### src/rtl/tcp_pkg.sv
// Shared TCP engine widths and the enqueue length type.
package tcp_pkg;
  localparam int unsigned FLOWID_W         = 8;
  localparam int unsigned TX_PAYLOAD_PTR_W = 14;

  // Lengths and pointers both carry one wrap bit above the buffer index.
  typedef logic [TX_PAYLOAD_PTR_W:0] enq_len_t;
endpackage

### src/rtl/payload_enq_ctrl_if.sv
// Enqueue request/response, head/tail pointer read ports and tail write port.
interface payload_enq_ctrl_if;
  import tcp_pkg::*;

  logic                enq_req_val;
  logic                enq_req_rdy;
  logic [FLOWID_W-1:0] enq_req_flowid;
  enq_len_t            enq_req_len;

  logic                enq_resp_val;
  logic                enq_resp_rdy;
  logic [FLOWID_W-1:0] enq_resp_flowid;
  logic                enq_resp_ok;
  enq_len_t            enq_resp_ptr;

  logic                head_rd_req_val;
  logic                head_rd_req_rdy;
  logic [FLOWID_W-1:0] head_rd_req_flowid;
  logic                head_rd_resp_val;
  logic                head_rd_resp_rdy;
  enq_len_t            head_rd_resp_data;

  logic                tail_rd_req_val;
  logic                tail_rd_req_rdy;
  logic [FLOWID_W-1:0] tail_rd_req_flowid;
  logic                tail_rd_resp_val;
  logic                tail_rd_resp_rdy;
  enq_len_t            tail_rd_resp_data;

  logic                tail_wr_req_val;
  logic                tail_wr_req_rdy;
  logic [FLOWID_W-1:0] tail_wr_req_flowid;
  enq_len_t            tail_wr_req_data;

  modport master (
    input  enq_req_val, enq_req_flowid, enq_req_len,
    output enq_req_rdy,
    output enq_resp_val, enq_resp_flowid, enq_resp_ok, enq_resp_ptr,
    input  enq_resp_rdy,
    output head_rd_req_val, head_rd_req_flowid, head_rd_resp_rdy,
    input  head_rd_req_rdy, head_rd_resp_val, head_rd_resp_data,
    output tail_rd_req_val, tail_rd_req_flowid, tail_rd_resp_rdy,
    input  tail_rd_req_rdy, tail_rd_resp_val, tail_rd_resp_data,
    output tail_wr_req_val, tail_wr_req_flowid, tail_wr_req_data,
    input  tail_wr_req_rdy
  );

  modport slave (
    output enq_req_val, enq_req_flowid, enq_req_len,
    input  enq_req_rdy,
    input  enq_resp_val, enq_resp_flowid, enq_resp_ok, enq_resp_ptr,
    output enq_resp_rdy,
    input  head_rd_req_val, head_rd_req_flowid, head_rd_resp_rdy,
    output head_rd_req_rdy, head_rd_resp_val, head_rd_resp_data,
    input  tail_rd_req_val, tail_rd_req_flowid, tail_rd_resp_rdy,
    output tail_rd_req_rdy, tail_rd_resp_val, tail_rd_resp_data,
    input  tail_wr_req_val, tail_wr_req_flowid, tail_wr_req_data,
    output tail_wr_req_rdy
  );
endinterface

### src/rtl/payload_enq_ctrl.sv
// Appends payload bytes to a flow's TX buffer: reads head/tail, checks free
// space, advances the tail and reports the old tail. One request in flight.
module payload_enq_ctrl
  import tcp_pkg::*;
(
  input  logic              clk,
  input  logic              rst,
  payload_enq_ctrl_if.master bus
);

  localparam int unsigned P   = TX_PAYLOAD_PTR_W;
  localparam logic [P+1:0] CAP = {2'b01, {P{1'b0}}};

  typedef enum logic [2:0] {IDLE, RD_REQ, RD_WAIT, WR, RESP} state_t;

  state_t              state_q, state_d;
  logic                req_rdy_q, req_rdy_d;
  logic [FLOWID_W-1:0] flowid_q, flowid_d;
  enq_len_t            len_q, len_d;
  enq_len_t            head_q, head_d;
  enq_len_t            tail_q, tail_d;
  logic                head_got_q, head_got_d;
  logic                tail_got_q, tail_got_d;
  logic                head_req_q, head_req_d;
  logic                tail_req_q, tail_req_d;
  logic                head_rsp_rdy_q, head_rsp_rdy_d;
  logic                tail_rsp_rdy_q, tail_rsp_rdy_d;
  logic                ok_q, ok_d;
  logic                wr_val_q, wr_val_d;
  enq_len_t            wr_data_q, wr_data_d;
  logic                resp_val_q, resp_val_d;

  logic                head_fire, tail_fire;
  enq_len_t            head_cur, tail_cur, used;
  logic [P+1:0]        sum;
  logic                fits;

  assign head_fire = head_rsp_rdy_q & bus.head_rd_resp_val;
  assign tail_fire = tail_rsp_rdy_q & bus.tail_rd_resp_val;

  // The final response may be captured in the same cycle the decision is made.
  assign head_cur = head_got_q ? head_q : bus.head_rd_resp_data;
  assign tail_cur = tail_got_q ? tail_q : bus.tail_rd_resp_data;
  assign used     = tail_cur - head_cur;
  assign sum      = {1'b0, used} + {1'b0, len_q};
  assign fits     = ({1'b0, used} <= CAP) && (sum <= CAP);

  always_comb begin
    state_d        = state_q;
    req_rdy_d      = req_rdy_q;
    flowid_d       = flowid_q;
    len_d          = len_q;
    head_d         = head_q;
    tail_d         = tail_q;
    head_got_d     = head_got_q;
    tail_got_d     = tail_got_q;
    head_req_d     = head_req_q;
    tail_req_d     = tail_req_q;
    head_rsp_rdy_d = head_rsp_rdy_q;
    tail_rsp_rdy_d = tail_rsp_rdy_q;
    ok_d           = ok_q;
    wr_val_d       = wr_val_q;
    wr_data_d      = wr_data_q;
    resp_val_d     = resp_val_q;

    if (head_fire) begin
      head_d         = bus.head_rd_resp_data;
      head_got_d     = 1'b1;
      head_rsp_rdy_d = 1'b0;
    end
    if (tail_fire) begin
      tail_d         = bus.tail_rd_resp_data;
      tail_got_d     = 1'b1;
      tail_rsp_rdy_d = 1'b0;
    end

    unique case (state_q)
      IDLE: begin
        req_rdy_d = 1'b1;
        if (bus.enq_req_val && req_rdy_q) begin
          req_rdy_d  = 1'b0;
          flowid_d   = bus.enq_req_flowid;
          len_d      = bus.enq_req_len;
          head_req_d = 1'b1;
          tail_req_d = 1'b1;
          head_got_d = 1'b0;
          tail_got_d = 1'b0;
          state_d    = RD_REQ;
        end
      end
      RD_REQ: begin
        // Each read port completes independently; a response may arrive
        // while the other request is still stalled.
        if (head_req_q && bus.head_rd_req_rdy) begin
          head_req_d     = 1'b0;
          head_rsp_rdy_d = 1'b1;
        end
        if (tail_req_q && bus.tail_rd_req_rdy) begin
          tail_req_d     = 1'b0;
          tail_rsp_rdy_d = 1'b1;
        end
        if ((!head_req_q || bus.head_rd_req_rdy) &&
            (!tail_req_q || bus.tail_rd_req_rdy))
          state_d = RD_WAIT;
      end
      RD_WAIT: begin
        if ((head_got_q || head_fire) && (tail_got_q || tail_fire)) begin
          ok_d = fits;
          if (fits && (len_q != '0)) begin
            wr_val_d  = 1'b1;
            wr_data_d = tail_cur + len_q;
            state_d   = WR;
          end else begin
            resp_val_d = 1'b1;
            state_d    = RESP;
          end
        end
      end
      WR: begin
        if (bus.tail_wr_req_rdy) begin
          wr_val_d   = 1'b0;
          resp_val_d = 1'b1;
          state_d    = RESP;
        end
      end
      RESP: begin
        if (bus.enq_resp_rdy) begin
          resp_val_d = 1'b0;
          req_rdy_d  = 1'b1;
          state_d    = IDLE;
        end
      end
      default: state_d = IDLE;
    endcase
  end

  always_ff @(posedge clk) begin
    if (rst) begin
      state_q        <= IDLE;
      req_rdy_q      <= 1'b0;
      flowid_q       <= '0;
      len_q          <= '0;
      head_q         <= '0;
      tail_q         <= '0;
      head_got_q     <= 1'b0;
      tail_got_q     <= 1'b0;
      head_req_q     <= 1'b0;
      tail_req_q     <= 1'b0;
      head_rsp_rdy_q <= 1'b0;
      tail_rsp_rdy_q <= 1'b0;
      ok_q           <= 1'b0;
      wr_val_q       <= 1'b0;
      wr_data_q      <= '0;
      resp_val_q     <= 1'b0;
    end else begin
      state_q        <= state_d;
      req_rdy_q      <= req_rdy_d;
      flowid_q       <= flowid_d;
      len_q          <= len_d;
      head_q         <= head_d;
      tail_q         <= tail_d;
      head_got_q     <= head_got_d;
      tail_got_q     <= tail_got_d;
      head_req_q     <= head_req_d;
      tail_req_q     <= tail_req_d;
      head_rsp_rdy_q <= head_rsp_rdy_d;
      tail_rsp_rdy_q <= tail_rsp_rdy_d;
      ok_q           <= ok_d;
      wr_val_q       <= wr_val_d;
      wr_data_q      <= wr_data_d;
      resp_val_q     <= resp_val_d;
    end
  end

  assign bus.enq_req_rdy        = req_rdy_q;
  assign bus.enq_resp_val       = resp_val_q;
  assign bus.enq_resp_flowid    = flowid_q;
  assign bus.enq_resp_ok        = ok_q;
  assign bus.enq_resp_ptr       = tail_q;
  assign bus.head_rd_req_val    = head_req_q;
  assign bus.head_rd_req_flowid = flowid_q;
  assign bus.head_rd_resp_rdy   = head_rsp_rdy_q;
  assign bus.tail_rd_req_val    = tail_req_q;
  assign bus.tail_rd_req_flowid = flowid_q;
  assign bus.tail_rd_resp_rdy   = tail_rsp_rdy_q;
  assign bus.tail_wr_req_val    = wr_val_q;
  assign bus.tail_wr_req_flowid = flowid_q;
  assign bus.tail_wr_req_data   = wr_data_q;

endmodule

### src/flat_wrapper.sv
// flat-port wrapper written by rule: the top's interface ports become plain ports
module payload_enq_ctrl_flat import tcp_pkg::*;
  (clk, rst, bus_enq_req_val, bus_enq_req_flowid, bus_enq_req_len, bus_enq_req_rdy, bus_enq_resp_val, bus_enq_resp_flowid, bus_enq_resp_ok, bus_enq_resp_ptr, bus_enq_resp_rdy, bus_head_rd_req_val, bus_head_rd_req_flowid, bus_head_rd_resp_rdy, bus_head_rd_req_rdy, bus_head_rd_resp_val, bus_head_rd_resp_data, bus_tail_rd_req_val, bus_tail_rd_req_flowid, bus_tail_rd_resp_rdy, bus_tail_rd_req_rdy, bus_tail_rd_resp_val, bus_tail_rd_resp_data, bus_tail_wr_req_val, bus_tail_wr_req_flowid, bus_tail_wr_req_data, bus_tail_wr_req_rdy);
  payload_enq_ctrl_if bus_i ();
  input  logic clk;
  input  logic rst;
  input wire logic [$bits(bus_i.enq_req_val)-1:0] bus_enq_req_val;
  input wire logic [$bits(bus_i.enq_req_flowid)-1:0] bus_enq_req_flowid;
  input wire logic [$bits(bus_i.enq_req_len)-1:0] bus_enq_req_len;
  output wire logic [$bits(bus_i.enq_req_rdy)-1:0] bus_enq_req_rdy;
  output wire logic [$bits(bus_i.enq_resp_val)-1:0] bus_enq_resp_val;
  output wire logic [$bits(bus_i.enq_resp_flowid)-1:0] bus_enq_resp_flowid;
  output wire logic [$bits(bus_i.enq_resp_ok)-1:0] bus_enq_resp_ok;
  output wire logic [$bits(bus_i.enq_resp_ptr)-1:0] bus_enq_resp_ptr;
  input wire logic [$bits(bus_i.enq_resp_rdy)-1:0] bus_enq_resp_rdy;
  output wire logic [$bits(bus_i.head_rd_req_val)-1:0] bus_head_rd_req_val;
  output wire logic [$bits(bus_i.head_rd_req_flowid)-1:0] bus_head_rd_req_flowid;
  output wire logic [$bits(bus_i.head_rd_resp_rdy)-1:0] bus_head_rd_resp_rdy;
  input wire logic [$bits(bus_i.head_rd_req_rdy)-1:0] bus_head_rd_req_rdy;
  input wire logic [$bits(bus_i.head_rd_resp_val)-1:0] bus_head_rd_resp_val;
  input wire logic [$bits(bus_i.head_rd_resp_data)-1:0] bus_head_rd_resp_data;
  output wire logic [$bits(bus_i.tail_rd_req_val)-1:0] bus_tail_rd_req_val;
  output wire logic [$bits(bus_i.tail_rd_req_flowid)-1:0] bus_tail_rd_req_flowid;
  output wire logic [$bits(bus_i.tail_rd_resp_rdy)-1:0] bus_tail_rd_resp_rdy;
  input wire logic [$bits(bus_i.tail_rd_req_rdy)-1:0] bus_tail_rd_req_rdy;
  input wire logic [$bits(bus_i.tail_rd_resp_val)-1:0] bus_tail_rd_resp_val;
  input wire logic [$bits(bus_i.tail_rd_resp_data)-1:0] bus_tail_rd_resp_data;
  output wire logic [$bits(bus_i.tail_wr_req_val)-1:0] bus_tail_wr_req_val;
  output wire logic [$bits(bus_i.tail_wr_req_flowid)-1:0] bus_tail_wr_req_flowid;
  output wire logic [$bits(bus_i.tail_wr_req_data)-1:0] bus_tail_wr_req_data;
  input wire logic [$bits(bus_i.tail_wr_req_rdy)-1:0] bus_tail_wr_req_rdy;
  assign bus_i.enq_req_val = bus_enq_req_val;
  assign bus_i.enq_req_flowid = bus_enq_req_flowid;
  assign bus_i.enq_req_len = bus_enq_req_len;
  assign bus_enq_req_rdy = bus_i.enq_req_rdy;
  assign bus_enq_resp_val = bus_i.enq_resp_val;
  assign bus_enq_resp_flowid = bus_i.enq_resp_flowid;
  assign bus_enq_resp_ok = bus_i.enq_resp_ok;
  assign bus_enq_resp_ptr = bus_i.enq_resp_ptr;
  assign bus_i.enq_resp_rdy = bus_enq_resp_rdy;
  assign bus_head_rd_req_val = bus_i.head_rd_req_val;
  assign bus_head_rd_req_flowid = bus_i.head_rd_req_flowid;
  assign bus_head_rd_resp_rdy = bus_i.head_rd_resp_rdy;
  assign bus_i.head_rd_req_rdy = bus_head_rd_req_rdy;
  assign bus_i.head_rd_resp_val = bus_head_rd_resp_val;
  assign bus_i.head_rd_resp_data = bus_head_rd_resp_data;
  assign bus_tail_rd_req_val = bus_i.tail_rd_req_val;
  assign bus_tail_rd_req_flowid = bus_i.tail_rd_req_flowid;
  assign bus_tail_rd_resp_rdy = bus_i.tail_rd_resp_rdy;
  assign bus_i.tail_rd_req_rdy = bus_tail_rd_req_rdy;
  assign bus_i.tail_rd_resp_val = bus_tail_rd_resp_val;
  assign bus_i.tail_rd_resp_data = bus_tail_rd_resp_data;
  assign bus_tail_wr_req_val = bus_i.tail_wr_req_val;
  assign bus_tail_wr_req_flowid = bus_i.tail_wr_req_flowid;
  assign bus_tail_wr_req_data = bus_i.tail_wr_req_data;
  assign bus_i.tail_wr_req_rdy = bus_tail_wr_req_rdy;
  payload_enq_ctrl u_core (.clk(clk), .rst(rst), .bus(bus_i));
endmodule
### config.mk
export PLATFORM = sky130hd
export DESIGN_NAME = payload_enq_ctrl_flat
export DESIGN_NICKNAME = d
export VERILOG_FILES = /design/src/rtl/tcp_pkg.sv /design/src/rtl/payload_enq_ctrl_if.sv /design/src/rtl/payload_enq_ctrl.sv /design/src/flat_wrapper.sv
export SDC_FILE = /design/constraint.sdc
export NUM_CORES = 1
export LEC_CHECK = 0
export BUFFER_PORTS_ARGS = -buffer_cell sky130_fd_sc_hd__buf_4
export CORE_MARGIN = 2
export CORE_UTILIZATION = 35
export CTS_CLUSTER_DIAMETER = 60
export CTS_CLUSTER_SIZE = 20
export DETAILED_ROUTE_END_ITERATION = 12
export GPL_TIMING_DRIVEN = 1
export SLEW_MARGIN = 30
export SYNTH_ARGS = -nofsm -noshare
export SYNTH_HDL_FRONTEND = slang
export SYNTH_SLANG_ARGS = --single-unit
### constraint.sdc
create_clock -name clk -period 8.1 [get_ports clk]
set_clock_uncertainty 0.1 [all_clocks]
set_input_delay 1.62 -clock clk [delete_from_list [all_inputs] [get_ports clk]]
set_output_delay 1.62 -clock clk [all_outputs]
set_load 0.01 [all_outputs]
-- Word level (Yosys, flattened, before mapping)
Cells that the tools add are included.
- add/sub/neg operators: 3
- order comparisons: 2
- equality and inequality tests: 13
- muxes and demuxes: 38
- bitwise logic cells: 2
- reduce and logical (&&, ||, !) cells: 28
- operators by type and width (cell ; number):
    2-to-1 mux 15 bit ; 2
    2-to-1 mux 1 bit ; 24
    2-to-1 mux 3 bit ; 6
    adder 15 x 15 -> 16 bit ; 1
    <= comparator 16 x 15 -> 1 bit (second input constant) ; 1
    adder 15 bit ; 1
    <= comparator 15 bit (second input constant) ; 1
    one-hot mux 3 bit (5 select lines) ; 1
    nonzero test 15 bit ; 1
    subtractor 15 bit ; 1
    inequality test 2 x 1 -> 1 bit (second input constant) ; 6
    AND reduction 5 bit ; 2
    AND reduction 3 bit ; 3
    one-hot mux 1 bit (2 select lines) ; 4
    logical AND 1 bit ; 7
    == test 3 x 2 -> 1 bit (second input constant) ; 2
    inequality test 2 bit (second input constant) ; 3
    AND reduction 2 bit ; 3
    nonzero test 2 bit ; 3
    logical OR 1 bit ; 4
    AND reduction 4 bit ; 1
    == test 3 x 1 -> 1 bit (second input constant) ; 1
    == test 3 bit (second input constant) ; 1
    logical NOT 3 bit ; 1
    other kinds (4) ; 6
- register bits: 81
- input port bits: 62
- word-level logic and storage cells: 102

-- Depth between registers and ports, before layout
- depth after elaboration: 9
- gate-level depth with buffers: 23

-- Worst setup path before layout
OpenSTA, ideal clock, no wires.
- path type: input port to flip-flop
- from: input bus_tail_rd_resp_data[1]
- to: register u_core.wr_data_q[12] (netlist: u_core.bus.tail_wr_req_data[12])
- setup time: 0.096 ns
- data arrival time: 6.161 ns
- setup slack: 1.743 ns
- cell stages on the path: 20
- buffers on the path: 2
- cell sequence: mux2i_1 inv_1 ha_1 nor2b_1 o31a_1 o21a_1 or3_1 and2_1 ha_1 or3_1 a311o_1 and2_1 xor2_1 nor4_1 nand3_1 o221a_2 clkbuf_1 or2_4 buf_6 o41ai_2
- word-level cells in the longest chain between the ends: 7
- ends and longest elaborated chain (what ; RTL line ; RTL):
    from (decl) ; flat_wrapper.sv:27 ; input wire logic [$bits(bus_i.tail_rd_resp_data)-1:0] bus_tail_rd_resp_data;
    2-to-1 mux 15 bit * ; payload_enq_ctrl.sv:43 ; assign tail_cur = tail_got_q ? tail_q : bus.tail_rd_resp_data;
    subtractor 15 bit ; payload_enq_ctrl.sv:44 ; assign used = tail_cur - head_cur;
    adder 15 x 15 -> 16 bit ; payload_enq_ctrl.sv:45 ; assign sum = {1'b0, used} + {1'b0, len_q};
    <= comparator 16 x 15 -> 1 bit ; payload_enq_ctrl.sv:46 ; assign fits = ({1'b0, used} <= CAP) && (sum <= CAP);
    logical AND 1 bit ; payload_enq_ctrl.sv:46 ;
    logical AND 1 bit ; payload_enq_ctrl.sv:109 ; if (fits && (len_q != '0)) begin
    AND reduction 3 bit (no source line) ; -- ;
    to (signal assigned) ; payload_enq_ctrl.sv:170 ; wr_data_q <= wr_data_d;
    to (decl) ; payload_enq_ctrl.sv:30 ; enq_len_t wr_data_q, wr_data_d;
Mark *: on every way between the ends. The rest lies on a longest branch, timed or not.
A chain may end at the register's enable or synchronous reset.

-- Worst setup path in the final report
- from: input bus_tail_rd_resp_data[1]
- to: register u_core.wr_data_q[1] (netlist: u_core.bus.tail_wr_req_data[1])
Same word-level chain as after synthesis.

==> summary.txt <==
Route
  • DRC errors left: 0
  • Number of nets still failing antenna checks after routing: 0
  • Final WL: 16.7 mm
  • Number of detailed-route iterations in the first pass: 5
  • Total via count after detailed routing: 5505
  • Initial DRC Count: 378
  • Via density per instance: 5.29
  • Average wire per standard cell: 16.0 um

Timing
  • Post-route minimum period: 6480 ps
  • Portion of the clock cycle consumed by the worst path in the final layout: 80.0%
  • Highest achievable clock rate: 154 MHz
  • Max-slew headroom: 33.9%
  • Final number of hold-violating endpoints: 0
  • TNS Setup: 0 ps
  • RSZ-0062 raised after global routing: false
  • Final count of pins violating max slew: 0
  • Final number of setup-violating endpoints: 0
  • Slew of the pin with the lowest slew margin: 990 ps

Clock tree
  • Maximum clock insertion buffer count: 2
  • Clock slew seen by the registers of the worst setup and hold paths: 60 ps
  • Hold buffers post-CTS: 0
  • Resized cells post-CTS: 0
  • Clock latency of the later-clocked register in the worst-skew pair: 350 ps
  • CTS tree: done
  • Buffers inserted by post-CTS timing repair: 0
  • H-tree levels: 3
  • Inserted Clock Buffers: 9
  • Clock sinks: 81
  • Buffer cell driving the clock tree root: clkbuf_16

Yosys
  • Per-instance average area after synthesis: 7.93 sq um
  • Post-synthesis register bit count: 81
  • Library cell occupying the most area in the post-synthesis netlist: dfxtp_1
  • Dominant cells by area after synthesis: dfxtp_1, ha_1, nand2_1
  • Dominant synthesized flop cell: dfxtp_1
  • Library cells used by synthesis: 68
  • Number of synthesized flops with an enable pin: 0
  • Post-synthesis async set-or-reset flop share: 0%
  • Synth top area share: 28.0%
  • Syn Nets: 839
  • Post-synthesis sequential area ratio: 28.0%
  • Number of warning messages in the yosys log: 0
  • Cell area after technology mapping: 5790 sq um
  • Cells after Synth: 731

Worst setup path
  • Arrival time worst endpoint: 6620 ps
  • Type of the worst setup path: input port to register
  • Critical path fanouts, max: 18
  • Category of the worst setup path capture point: register
  • Worst EP required: 8240 ps
  • Setup slack of the most critical reg-to-reg path: 2030 ps
  • Startpoint type of the worst setup path: input port

Power
  • Post-route total power: 1.41 mW
  • Static Leakage: 3.01 nW
  • Seq pwr share: 33.3%
  • Share of power burned in the clock network: 28.0%
  • Net switching component of the power: 525 uW
  • Part of the power in combinational logic: 38.8%
  • Internal cell power: 885 uW
  • Cell area power density: 201 nW/um^2
  • Proportion of total power due to net switching: 37.2%
  • Peak supply drop: 0.103 mV

Cells and area
  • Fill cell count: 1633
  • Fraction of final layout cells with drive strength greater than 1: 22.0%
  • Number of antenna repair diodes: 0
  • Final Cell Area: 7030 sq um
  • Post-layout nets: 923
  • P&R area growth vs syn: 21.3%

Floorplan
  • Die Y: 133 um
  • Number of placement rows: 47
  • Number of placed I/O pins: 132
  • Core box area: 16400 sq um
  • Overall die width: 133 um
  • Effective utilization at floorplan: 35.3%
  • Overall die area: 17600 sq um

Placement
  • Number of I/O port buffers: 131
  • Post-DP Area: 6740 sq um
  • Placer Congestion: 0.957
  • DPL Wire Length: 12.8 mm

Status
  • Outcome: completed

Global routing
  • Total GRT Usage: 18.3%
  • Grt ovf: 0
  • Number of global-route vias before repair: 4785
  • Antenna violations before repair: 0
  • Pin count of the biggest net entering global routing: 82
  • Global-route wire length before repair: 25.6 mm

Worst hold path
  • Type of the most critical hold path: register to register

Flow run
  • Maximum Capacitance Violations: 0
## registers in the layout, summed over array words and instances (netlist names), 3 cells and up
signal,count
u_core.bus.tail_wr_req_data,15
u_core.state_q,3
u_core.bus.enq_resp_flowid,8
u_core.head_q,15
u_core.len_q,15
u_core.bus.enq_resp_ptr,15
## logic make-up (layout without fill, tap and decap cells)
kind of cell	count (synthesis)	after routing	share of synthesized area, %
AOI/OAI and AO/OA	213	213	24.5
xor gates and xnor gates	23	23	3.48
adders and majority gates	46	46	10.3
buffers and inverters	81	170	6.93
DFF	81	81	28.0
muxes	35	35	6.39
and+or+nand+nor	252	252	20.4
## final cells by class
class,instances,area (sq um),share of cell area [%]
clock inverters,4,26.3,0.374
well taps,220,275,3.92
multi-input cells,569,3770,53.7
clock buffers,12,256,3.65
repair buffers,132,991,14.1
inverters,22,82.6,1.18
flip-flops and latches,81,1620,23.1
## layout by cell type (no fill, tap or decap), types with 9 or more instances in the layout
cell type and n:
buf_4 132, mux2i_1 19, dfxtp_1 81, o21a_1 10
clkbuf_16 9, xor2_1 14, o211ai_1 13, a21o_1 15
mux2_2 16, nor2_1 26, o31ai_1 9, and2_1 9
o21ai_0 21, xnor2_1 9, ha_1 43, a21oi_1 82
inv_1 21, nand2b_1 12, nor3_1 12, nand2_1 132
## per-stage QoR
| stage | utilization, % | cells | hold WS (ps) | setup WS (ps) |
|---|---|---|---|---|
| floorplan | - | 731 | 333 | 1740 |
| global placement | 41.1 | 1024 | 341 | 1380 |
| detailed placement | 41.1 | 1024 | 348 | 1270 |
| CTS | 42.8 | 1040 | 356 | 1630 |
| global route | 42.8 | 1040 | 368 | 1140 |
| finish | 42.8 | 1040 | 354 | 1620 |
## critical path, cell delays in order
cell and delay (ps):
buf_4 120, mux2i_1 330, inv_1 120, ha_1 300, nor2b_1 140, o31a_1 330
o21a_1 200, or3_1 330, and2_1 180, ha_1 250, a2111o_1 420, a21oi_1 190
o21ai_0 180, o21ai_0 370, mux2i_1 150, or2_2 290, o221a_2 410, nor2_1 300
mux2_2 370
## final timing paths
path,startpoint,endpoint,cells after the start
max,bus_tail_rd_resp_data[1],u_core.bus.tail_wr_req_data[1],19
min reg2reg,u_core.head_q[1],u_core.head_q[1],2
max reg2reg,u_core.tail_got_q,u_core.bus.tail_wr_req_data[1],18
min,u_core.head_q[1],u_core.head_q[1],2
## power groups by stage
stage          clock [mW]  sequential (mW)  combinational, mW
2_1_floorplan           0            0.462              0.401
3_3_place_gp            0            0.478              0.542
3_5_place_dp            0            0.478              0.539
4_1_cts             0.404            0.469              0.542
5_1_grt             0.418            0.475              0.604
6_report            0.394            0.469              0.547
## cell usage after synthesis (14+ instances only)
master,number
inv_1,21
mux2_2,16
nand2_1,132
clkbuf_1,31
ha_1,43
a21o_1,15
buf_4,24
dfxtp_1,81
a21oi_1,82
xor2_1,14
nor2_1,27
mux2i_1,19
o21ai_0,21
## layer usage
metal	vias up	routed length (um)	GRT usage (%)
li1	2787	-	-
met1	2553	7800	25.2
met2	145	7840	29.6
met3	20	768	2.57
met4	0	259	5.56
met5	-	0	0
No activity file was read; power rests on OpenSTA's default activity.
